==> src/rtl/debug_mem_bridge.sv <==
// Host-side loader/dumper: parses framed command bytes and performs burst word
// writes/reads on the data or instruction BRAM debug port 2, answering with bytes.
module debug_mem_bridge #(
   parameter int unsigned READ_LAT       = 1,
   parameter int unsigned TIMEOUT_CYCLES = 1000000
) (
   input  logic        CPU_CLK,
   input  logic        CPU_RST,
   input  logic        cmd_valid,
   output logic        cmd_ready,
   input  logic [7:0]  cmd_data,
   output logic        rsp_valid,
   input  logic        rsp_ready,
   output logic [7:0]  rsp_data,
   output logic        busy,
   output logic [31:0] CPU_Debug_DataRAM_A2,
   output logic [31:0] CPU_Debug_DataRAM_WD2,
   output logic [3:0]  CPU_Debug_DataRAM_WE2,
   input  logic [31:0] CPU_Debug_DataRAM_RD2,
   output logic [31:0] CPU_Debug_InstRAM_A2,
   output logic [31:0] CPU_Debug_InstRAM_WD2,
   output logic [3:0]  CPU_Debug_InstRAM_WE2,
   input  logic [31:0] CPU_Debug_InstRAM_RD2
);

   typedef enum logic [3:0] {
      S_IDLE, S_ADDR, S_CNT, S_WDATA, S_WSTROBE, S_RADDR, S_RWAIT, S_RSEND, S_RESP
   } state_t;

   localparam logic [7:0]  OP_WD    = 8'h57;
   localparam logic [7:0]  OP_WI    = 8'h77;
   localparam logic [7:0]  OP_RD    = 8'h52;
   localparam logic [7:0]  OP_RI    = 8'h72;
   localparam logic [7:0]  R_ACK    = 8'h4B;
   localparam logic [7:0]  R_ERR    = 8'h45;
   localparam logic [7:0]  R_TO     = 8'h54;
   localparam logic [2:0]  LAT_LAST = 3'(READ_LAT - 1);
   localparam logic [31:0] TO_LAST  = 32'(TIMEOUT_CYCLES - 1);

   state_t      state_q, state_d;
   logic [31:0] addr_q, addr_d;
   logic [31:0] a2_q, a2_d;
   logic [31:0] word_q, word_d;
   logic [31:0] tcnt_q, tcnt_d;
   logic [15:0] cnt_q, cnt_d;
   logic [1:0]  bidx_q, bidx_d;
   logic [2:0]  lat_q, lat_d;
   logic [7:0]  code_q, code_d;
   logic        wr_q, wr_d;
   logic        inst_q, inst_d;

   logic        cmd_fire, rsp_fire, in_frame, to_hit, wstrobe;
   logic [15:0] cnt_shift;

   assign in_frame  = (state_q == S_ADDR) || (state_q == S_CNT) || (state_q == S_WDATA);
   assign cmd_ready = !CPU_RST && (in_frame || state_q == S_IDLE);
   assign rsp_valid = !CPU_RST && (state_q == S_RSEND || state_q == S_RESP);
   assign busy      = !CPU_RST && (state_q != S_IDLE);
   assign cmd_fire  = cmd_valid && cmd_ready;
   assign rsp_fire  = rsp_valid && rsp_ready;
   assign to_hit    = (TIMEOUT_CYCLES != 0) && (tcnt_q == TO_LAST);
   assign cnt_shift = {cnt_q[7:0], cmd_data};
   assign wstrobe   = !CPU_RST && (state_q == S_WSTROBE);

   // Read words leave MSB first by shifting word_q left after each accepted byte.
   always_comb begin
      rsp_data = '0;
      if (!CPU_RST && state_q == S_RSEND) rsp_data = word_q[31:24];
      else if (!CPU_RST && state_q == S_RESP) rsp_data = code_q;
   end

   assign CPU_Debug_DataRAM_A2  = (!CPU_RST && !inst_q) ? a2_q : '0;
   assign CPU_Debug_DataRAM_WD2 = (wstrobe && !inst_q) ? word_q : '0;
   assign CPU_Debug_DataRAM_WE2 = (wstrobe && !inst_q) ? 4'hF : 4'h0;
   assign CPU_Debug_InstRAM_A2  = (!CPU_RST && inst_q) ? a2_q : '0;
   assign CPU_Debug_InstRAM_WD2 = (wstrobe && inst_q) ? word_q : '0;
   assign CPU_Debug_InstRAM_WE2 = (wstrobe && inst_q) ? 4'hF : 4'h0;

   always_comb begin
      state_d = state_q;
      addr_d  = addr_q;
      a2_d    = a2_q;
      word_d  = word_q;
      cnt_d   = cnt_q;
      bidx_d  = bidx_q;
      lat_d   = lat_q;
      code_d  = code_q;
      wr_d    = wr_q;
      inst_d  = inst_q;
      tcnt_d  = '0;
      unique case (state_q)
         S_IDLE: begin
            if (cmd_fire) begin
               bidx_d = '0;
               case (cmd_data)
                  OP_WD:   begin wr_d = 1'b1; inst_d = 1'b0; state_d = S_ADDR; end
                  OP_WI:   begin wr_d = 1'b1; inst_d = 1'b1; state_d = S_ADDR; end
                  OP_RD:   begin wr_d = 1'b0; inst_d = 1'b0; state_d = S_ADDR; end
                  OP_RI:   begin wr_d = 1'b0; inst_d = 1'b1; state_d = S_ADDR; end
                  default: begin code_d = R_ERR; state_d = S_RESP; end
               endcase
            end
         end
         S_ADDR: begin
            if (cmd_fire) begin
               addr_d = {addr_q[23:0], cmd_data};
               bidx_d = bidx_q + 2'd1;
               if (bidx_q == 2'd3) begin
                  addr_d[1:0] = 2'b00;
                  bidx_d      = '0;
                  state_d     = S_CNT;
               end
            end
         end
         S_CNT: begin
            if (cmd_fire) begin
               cnt_d  = cnt_shift;
               bidx_d = bidx_q + 2'd1;
               if (bidx_q == 2'd1) begin
                  bidx_d = '0;
                  if (cnt_shift == 16'd0) begin
                     code_d  = R_ACK;
                     state_d = S_RESP;
                  end else if (wr_q) begin
                     state_d = S_WDATA;
                  end else begin
                     a2_d    = addr_q;
                     state_d = S_RADDR;
                  end
               end
            end
         end
         S_WDATA: begin
            if (cmd_fire) begin
               word_d = {word_q[23:0], cmd_data};
               bidx_d = bidx_q + 2'd1;
               if (bidx_q == 2'd3) begin
                  bidx_d  = '0;
                  a2_d    = addr_q;
                  state_d = S_WSTROBE;
               end
            end
         end
         S_WSTROBE: begin
            // a2_q keeps the strobed address; only the running address advances.
            addr_d = addr_q + 32'd4;
            cnt_d  = cnt_q - 16'd1;
            if (cnt_q == 16'd1) begin
               code_d  = R_ACK;
               state_d = S_RESP;
            end else begin
               state_d = S_WDATA;
            end
         end
         S_RADDR: begin
            lat_d   = '0;
            state_d = S_RWAIT;
         end
         S_RWAIT: begin
            if (lat_q == LAT_LAST) begin
               word_d  = inst_q ? CPU_Debug_InstRAM_RD2 : CPU_Debug_DataRAM_RD2;
               bidx_d  = '0;
               state_d = S_RSEND;
            end else begin
               lat_d = lat_q + 3'd1;
            end
         end
         S_RSEND: begin
            if (rsp_fire) begin
               word_d = {word_q[23:0], 8'h00};
               bidx_d = bidx_q + 2'd1;
               if (bidx_q == 2'd3) begin
                  addr_d = addr_q + 32'd4;
                  cnt_d  = cnt_q - 16'd1;
                  if (cnt_q == 16'd1) begin
                     code_d  = R_ACK;
                     state_d = S_RESP;
                  end else begin
                     a2_d    = addr_q + 32'd4;
                     state_d = S_RADDR;
                  end
               end
            end
         end
         S_RESP: begin
            if (rsp_fire) state_d = S_IDLE;
         end
         default: state_d = S_IDLE;
      endcase

      // Inter-byte idle timer; cleared by any accepted byte or outside frame states.
      if (in_frame && !cmd_fire) begin
         if (to_hit) begin
            code_d  = R_TO;
            state_d = S_RESP;
         end else begin
            tcnt_d = tcnt_q + 32'd1;
         end
      end
   end

   always_ff @(posedge CPU_CLK) begin
      if (CPU_RST) begin
         state_q <= S_IDLE;
         addr_q  <= '0;
         a2_q    <= '0;
         word_q  <= '0;
         tcnt_q  <= '0;
         cnt_q   <= '0;
         bidx_q  <= '0;
         lat_q   <= '0;
         code_q  <= '0;
         wr_q    <= 1'b0;
         inst_q  <= 1'b0;
      end else begin
         state_q <= state_d;
         addr_q  <= addr_d;
         a2_q    <= a2_d;
         word_q  <= word_d;
         tcnt_q  <= tcnt_d;
         cnt_q   <= cnt_d;
         bidx_q  <= bidx_d;
         lat_q   <= lat_d;
         code_q  <= code_d;
         wr_q    <= wr_d;
         inst_q  <= inst_d;
      end
   end

endmodule

==> config.mk <==
export PLATFORM = sky130hd
export DESIGN_NAME = debug_mem_bridge
export DESIGN_NICKNAME = d
export VERILOG_FILES = /design/src/rtl/debug_mem_bridge.sv
export SDC_FILE = /design/constraint.sdc
export NUM_CORES = 1
export LEC_CHECK = 0
export BUFFER_PORTS_ARGS = -buffer_cell sky130_fd_sc_hd__buf_2
export CORE_ASPECT_RATIO = 0.7
export CORE_UTILIZATION = 60
export DETAILED_ROUTE_END_ITERATION = 10
export PLACE_DENSITY = 0.87
export SLEW_MARGIN = 30
export SYNTH_ARGS = -nofsm -noshare
export SYNTH_HDL_FRONTEND = slang
export SYNTH_SLANG_ARGS = --single-unit
==> constraint.sdc <==
create_clock -name CPU_CLK -period 3.7 [get_ports CPU_CLK]
set_input_delay 0.74 -clock CPU_CLK [delete_from_list [all_inputs] [get_ports CPU_CLK]]
set_output_delay 0.74 -clock CPU_CLK [all_outputs]
set_load 0.01 [all_outputs]
==> metrics.csv, run 1 <==
metric,value,unit
Final Core Density,71.8,%
Psw,0.804,mW
antenna violations before repair,0,
Cell variety after synth,65,
global-route wire length before repair,45.9,mm
largest family of logic cells by synthesized area,simple AND/OR/NAND/NOR gates,
Total GRT Usage,33.9,%
mapped cell area,9960,sq um
Worst IR Drop VDD,337,uV
crit path DAT,2.49,ns
Clock Skew,0.0106,ns
Pleak,4.46,nW
Net Sw Frac,22.6,%
worst hold stages,1,
"commonest non-fill, non-tap cell in the layout",buf_2,
number of enable flip-flop cells after synthesis,0,
Clk pwr share,46.4,%
flop and latch count out of synthesis,163,
Simple-Gate Fraction of Synth Area,33.2,%
area post-placement,11200,sq um
hold path endpoint,tcnt_q[0],
Core Area,16300,sq um
RR Endpoint,a2_q[28],
crit-path max cell delay,0.78,ns
Bufs and invs on worst path,2,
vias in the first global route,8909,
CTS resizes,0,
port buffer count,222,
Final WS setup,0.473,ns
Gate Count Post-Synth,1334,
Worst Max-Slew Pin Slew,0.922,ns
die area,17100,sq um
outcome,completed,
CTS sink count,163,
Pre-Repair DR Iteration Count,6,
DRT antenna net count,0,
Setup CP Type,register to output port,
Initial Util,61.1,%
layout cells sized above 1,20.4,%
XOR/XNOR Fraction of Synth Area,5.19,%
GP Congestion,0.973,
CTS tree,done,
site row count,39,
worst reg2reg path depth,7,
crit-path max FO,36,
multiplexer share of the synthesized area,3.92,%
flop-to-flop setup slack,0.80,ns
worst hold margin,0.445,ns
post-synthesis async set-or-reset flop share,0,%
fin crit share,87.2,%
Max Cap Violations,0,
routed vias,10300,
Top-Level Pins,223,
max-slew violation count,0,
Worst path slowest cell,or4b_2,
endpoint type of the worst setup path,output port,
Setup Viol. Count Final,0,
compound-cell area share of the yosys netlist,18.3,%
pin count of the biggest net entering global routing,87,
Power Density,304,nW/um^2
Final Instance Area,11700,sq um
Critical R2R Launch,addr_q[2],
CP cell instances,"or4b_2, nor2b_1, buf_4, and2_1, buf_2",
Mapped Nets,1420,
HPWL after detailed placement,20.9,mm
CTS Hold Buffers Added,0,
Final Hold Vio Count,0,
Avg Vias per Cell,5.99,
Setup TNS Final,0,ns
Final min period,3.23,ns
adder-cell share of the synthesized area,1.26,%
Hold Startpoint,tcnt_q[0],
Startpoint Class,register,
area grow syn2layout,17.4,%
final WL,29.7,mm
RSZ-0062 raised after global routing,no,
Max Freq,310,MHz
"Top FF cell, synth",dfxtp_1,
Die W,156,um
CP required,2.96,ns
Filler cells,1341,
"Seq/Total Area, Yosys",32.8,%
Syn Area/Cell,7.47,sq um
Pint,2.75,mW
Clock transition at path regs,0.06,ns
most frequent cells in the layout,"221 x buf_2, 171 x nor2_1, 162 x dfxtp_1, 144 x nand2_1, 135 x and2_1",
pre-CTS WS,0.761,ns
Reg power frac,49.6,%
n_diodes,0,
relative slew slack,38.6,%
CTS Buf Count,17,
# H-tree levels,4,
Hold WC Path Type,register to register,
CTS max path bufs,2,
Clock Root Buffer,clkbuf_16,
"delay-heaviest family, CP",simple AND/OR/NAND/NOR gates,
Combinational Power Share,4.0,%
DR WL/cell,17.2,um
Synth Warn #,0,
Die Y,110,um
DRC,0,
# Post-CTS Setup Buffers,0,
later-pin clock latency in the skew report,0.43,ns
layout net count,1574,
grt total ovfl,0,
1st-iter DRT viols,1334,
## cell type report
| class | instances | area, sq um | share of cell area [%] |
|---|---|---|---|
| inverter | 17 | 63.8 | 0.546 |
| tap | 225 | 282 | 2.41 |
| clock inverter | 8 | 82.6 | 0.706 |
| timing repair buffer | 250 | 1350 | 11.5 |
| multi-input combinational | 1039 | 6200 | 53.0 |
| clock buffer | 21 | 450 | 3.85 |
| sequential | 163 | 3260 | 27.9 |
## power groups by stage
| stage | sequential [mW] | clock (mW) | combinational (mW) |
|---|---|---|---|
| floorplan | 1.80 | 0 | 0.0655 |
| global placement | 1.80 | 0 | 0.134 |
| detailed placement | 1.80 | 0 | 0.136 |
| CTS | 1.76 | 1.66 | 0.138 |
| global route | 1.76 | 1.74 | 0.151 |
| finish | 1.76 | 1.65 | 0.142 |
## stage by stage
| step | instances | total power [mW] |
|---|---|---|
| 4_1_cts | 1723 | 3.56 |
| 3_5_place_dp | 1694 | 1.94 |
| 6_report | 1723 | 3.55 |
| 2_1_floorplan | 1334 | 1.86 |
| 5_1_grt | 1723 | 3.66 |
| 3_3_place_gp | 1694 | 1.94 |
## synth_stat cells (all sizes together), types with 19 or more instances
library cell / instances / area (sq um)
and2: 135 / 845
nand4: 23 / 144
nor2: 171 / 642
dfxtp: 163 / 3260
nor3: 34 / 170
o21ai: 43 / 215
xor2: 36 / 315
xnor2: 23 / 201
nand3: 35 / 175
a211oi: 34 / 260
o211ai: 25 / 188
nand2: 144 / 541
buf: 19 / 108
mux2i: 30 / 300
nor4: 19 / 125
a21oi: 91 / 455
clkbuf: 96 / 360
## registers in the layout, summed over array words and instances, names as in the netlist
signal	cells
a2_q	32
addr_q	32
bidx_q	2
cnt_q	16
code_q	8
inst_q	1
lat_q	3
state_q	4
tcnt_q	32
word_q	32
wr_q	1
## layer usage
| layer | up-vias | GRT usage (%) | wire length, um |
|---|---|---|---|
| met5 | - | 0 | 0 |
| met4 | 0 | 9.38 | 456 |
| met3 | 48 | 10.2 | 3440 |
| met2 | 545 | 49.2 | 12700 |
| met1 | 4750 | 48.2 | 13100 |
| li1 | 4975 | - | - |
## logic make-up after synthesis
logic type	count (synthesis)
AND/OR/NAND/NOR	653
multiplexers	38
XOR/XNOR	59
buffers and inverters	132
AO/OA/AOI/OAI	279
flip-flops	163
adder cells (fa/ha/maj)	10
## worst max-delay path by stage
| stage | endpoint | cells after the start | startpoint |
|---|---|---|---|
| after floorplan | CPU_Debug_DataRAM_WD2[22] | 5 | state_q[0] |
| after global placement | a2_q[14] | 8 | CPU_RST |
| after detailed placement | a2_q[9] | 8 | CPU_RST |
| after CTS | CPU_Debug_InstRAM_WD2[24] | 5 | state_q[3] |
| after global routing | CPU_Debug_DataRAM_WD2[26] | 5 | state_q[3] |
| final | CPU_Debug_InstRAM_WD2[24] | 5 | state_q[3] |
No activity file was read; power rests on OpenSTA's default activity.
==> run 2, diff against run 1 <==
--- a/config.mk
+++ b/config.mk
@@ -9,6 +9,7 @@
 export CORE_ASPECT_RATIO = 0.7
 export CORE_UTILIZATION = 60
 export DETAILED_ROUTE_END_ITERATION = 10
+export MAX_ROUTING_LAYER = met4
 export PLACE_DENSITY = 0.87
 export SLEW_MARGIN = 30
 export SYNTH_ARGS = -nofsm -noshare
==> run 2 against run 1 <==
- largest power group is now clock
- power increased by 4.2%
- clock skew is 0.0023 ns lower
- highest routed layer unchanged
- non-clock buffer count is 2 lower
- register-to-register slack worse by 0.03 ns
- flip-flop and latch count did not move
==> metrics.csv, run 2 (synthesized netlist as in run 1, its figures left out) <==
metric,value,unit
outcome,completed,
crit-path max cell delay,0.76,ns
Multi-input gate area,6210,sq um
Core Area,16300,sq um
Clock Root Buffer,clkbuf_16,
Startpoint Class,register,
Setup TNS Final,0,ns
Clock Skew,0.00836,ns
Clock transition at path regs,0.06,ns
Clk pwr share,48.6,%
CTS tree,done,
Setup Viol. Count Final,0,
Filler cells,1329,
FF/Latch Area,3260,sq um
CTS max path bufs,2,
Pre-Repair DR Iteration Count,9,
CTS resizes,0,
Pleak,4.49,nW
Hold WC Path Type,register to register,
GP Congestion,0.997,
Max Freq,311,MHz
antenna violations before repair,0,
Tot Pwr,3.70,mW
Worst Max-Slew Pin Slew,0.912,ns
Power Density,315,nW/um^2
routed vias,10500,
CTS sink count,163,
site row count,39,
vias in the first global route,8878,
most frequent cells in the layout,"221 x buf_2, 171 x nor2_1, 162 x dfxtp_1, 144 x nand2_1, 135 x and2_1",
Critical R2R Launch,addr_q[2],
Net Sw Frac,21.5,%
max-slew violation count,0,
n_diodes,0,
1st-iter DRT viols,1515,
pin count of the biggest net entering global routing,87,
DR WL/cell,17.4,um
CP cell instances,"or4b_2, nor2b_1, buf_4, and2_1, buf_2",
RSZ-0062 raised after global routing,no,
Setup CP Type,register to output port,
flop-to-flop setup slack,0.77,ns
Hold Startpoint,tcnt_q[0],
Final Hold Vio Count,0,
DRC,0,
hold path endpoint,tcnt_q[0],
# Post-CTS Setup Buffers,0,
Combinational Power Share,3.8,%
layout net count,1572,
worst reg2reg path depth,7,
final WL,30.0,mm
Final min period,3.21,ns
crit path DAT,2.47,ns
CP required,2.96,ns
HPWL after detailed placement,21.2,mm
Max Cap Violations,0,
DRT antenna net count,0,
Worst IR Drop VDD,400,uV
"commonest non-fill, non-tap cell in the layout",buf_2,
Top-Level Pins,223,
Avg Vias per Cell,6.10,
die area,17100,sq um
# H-tree levels,4,
grt total ovfl,0,
Total GRT Usage,35.4,%
area grow syn2layout,18.0,%
relative slew slack,39.2,%
port buffer count,222,
Psw,0.795,mW
Initial Util,61.1,%
Worst path slowest cell,or4b_2,
Die W,156,um
global-route wire length before repair,46.5,mm
worst hold stages,1,
Final Instance Area,11800,sq um
endpoint type of the worst setup path,output port,
CTS Hold Buffers Added,0,
Pint,2.91,mW
crit-path max FO,36,
Die Y,110,um
fin crit share,86.8,%
CTS Buf Count,17,
RR Endpoint,addr_q[28],
area post-placement,11200,sq um
later-pin clock latency in the skew report,0.43,ns
Reg power frac,47.6,%
layout cells sized above 1,20.4,%
-- run 2: cell count changes in the layout (fill, tap and decap cells not counted), sizes merged --
| cell | before | now |
|---|---|---|
| clkinvlp | 4 | 2 |
| buf | 250 | 248 |
| bufinv | 1 | 3 |
| clkbuf | 21 | 22 |
-- run 2: stage by stage --
step | cells | worst slack (ns) | hold WS (ns) | util, %
after detailed placement | 1692 | 0.816 | 0.437 | 68.5
final | 1722 | 0.489 | 0.452 | 72.1
after global routing | 1722 | 0.396 | 0.473 | 72.1
after CTS | 1722 | 0.523 | 0.456 | 72.1
after floorplan | 1334 | 0.889 | 0.413 | -
after global placement | 1692 | 0.826 | 0.421 | 68.4
-- run 2: power groups by stage --
| stage | registers, mW | clock network (mW) | logic, mW |
|---|---|---|---|
| global route | 1.76 | 1.89 | 0.153 |
| CTS | 1.76 | 1.82 | 0.138 |
| floorplan | 1.80 | 0 | 0.0655 |
| detailed placement | 1.80 | 0 | 0.137 |
| finish | 1.76 | 1.80 | 0.142 |
| global placement | 1.80 | 0 | 0.134 |
-- run 2: cell type report --
type	instances	area share (%)
clock buffer	22	3.95
clock inverter	8	1.09
inverter	17	0.543
multi-input combinational	1039	52.8
sequential	163	27.8
tap	225	2.39
timing repair buffer	248	11.4
-- run 2: routing by layer --
metal	vias up	part of all wire, %	global-route usage (%)
li1	4965	-	-
met1	4843	43	49.3
met2	634	43	50.2
met3	63	12	8.95
met4	0	1.8	9.73
met5	-	0	-
-- run 2: how the worst max path moves through the flow --
stage	startpoint	endpoint	slack (ns)	depth (start not counted)
2_1_floorplan	state_q[0]	CPU_Debug_DataRAM_WD2[22]	0.89	5
3_3_place_gp	CPU_RST	a2_q[14]	0.83	8
3_5_place_dp	CPU_RST	a2_q[0]	0.82	8
4_1_cts	state_q[3]	CPU_Debug_InstRAM_WD2[14]	0.52	5
5_1_grt	state_q[3]	CPU_Debug_DataRAM_WD2[0]	0.40	5
6_report	state_q[3]	CPU_Debug_InstRAM_WD2[14]	0.49	5
-- run 2: critical path, delay by kind of cell, from the launching register on --
family | cells | cell delay [ns]
DFF | 1 | 0.48
buffers and inverters | 2 | 0.45
and+or+nand+nor | 3 | 1.11
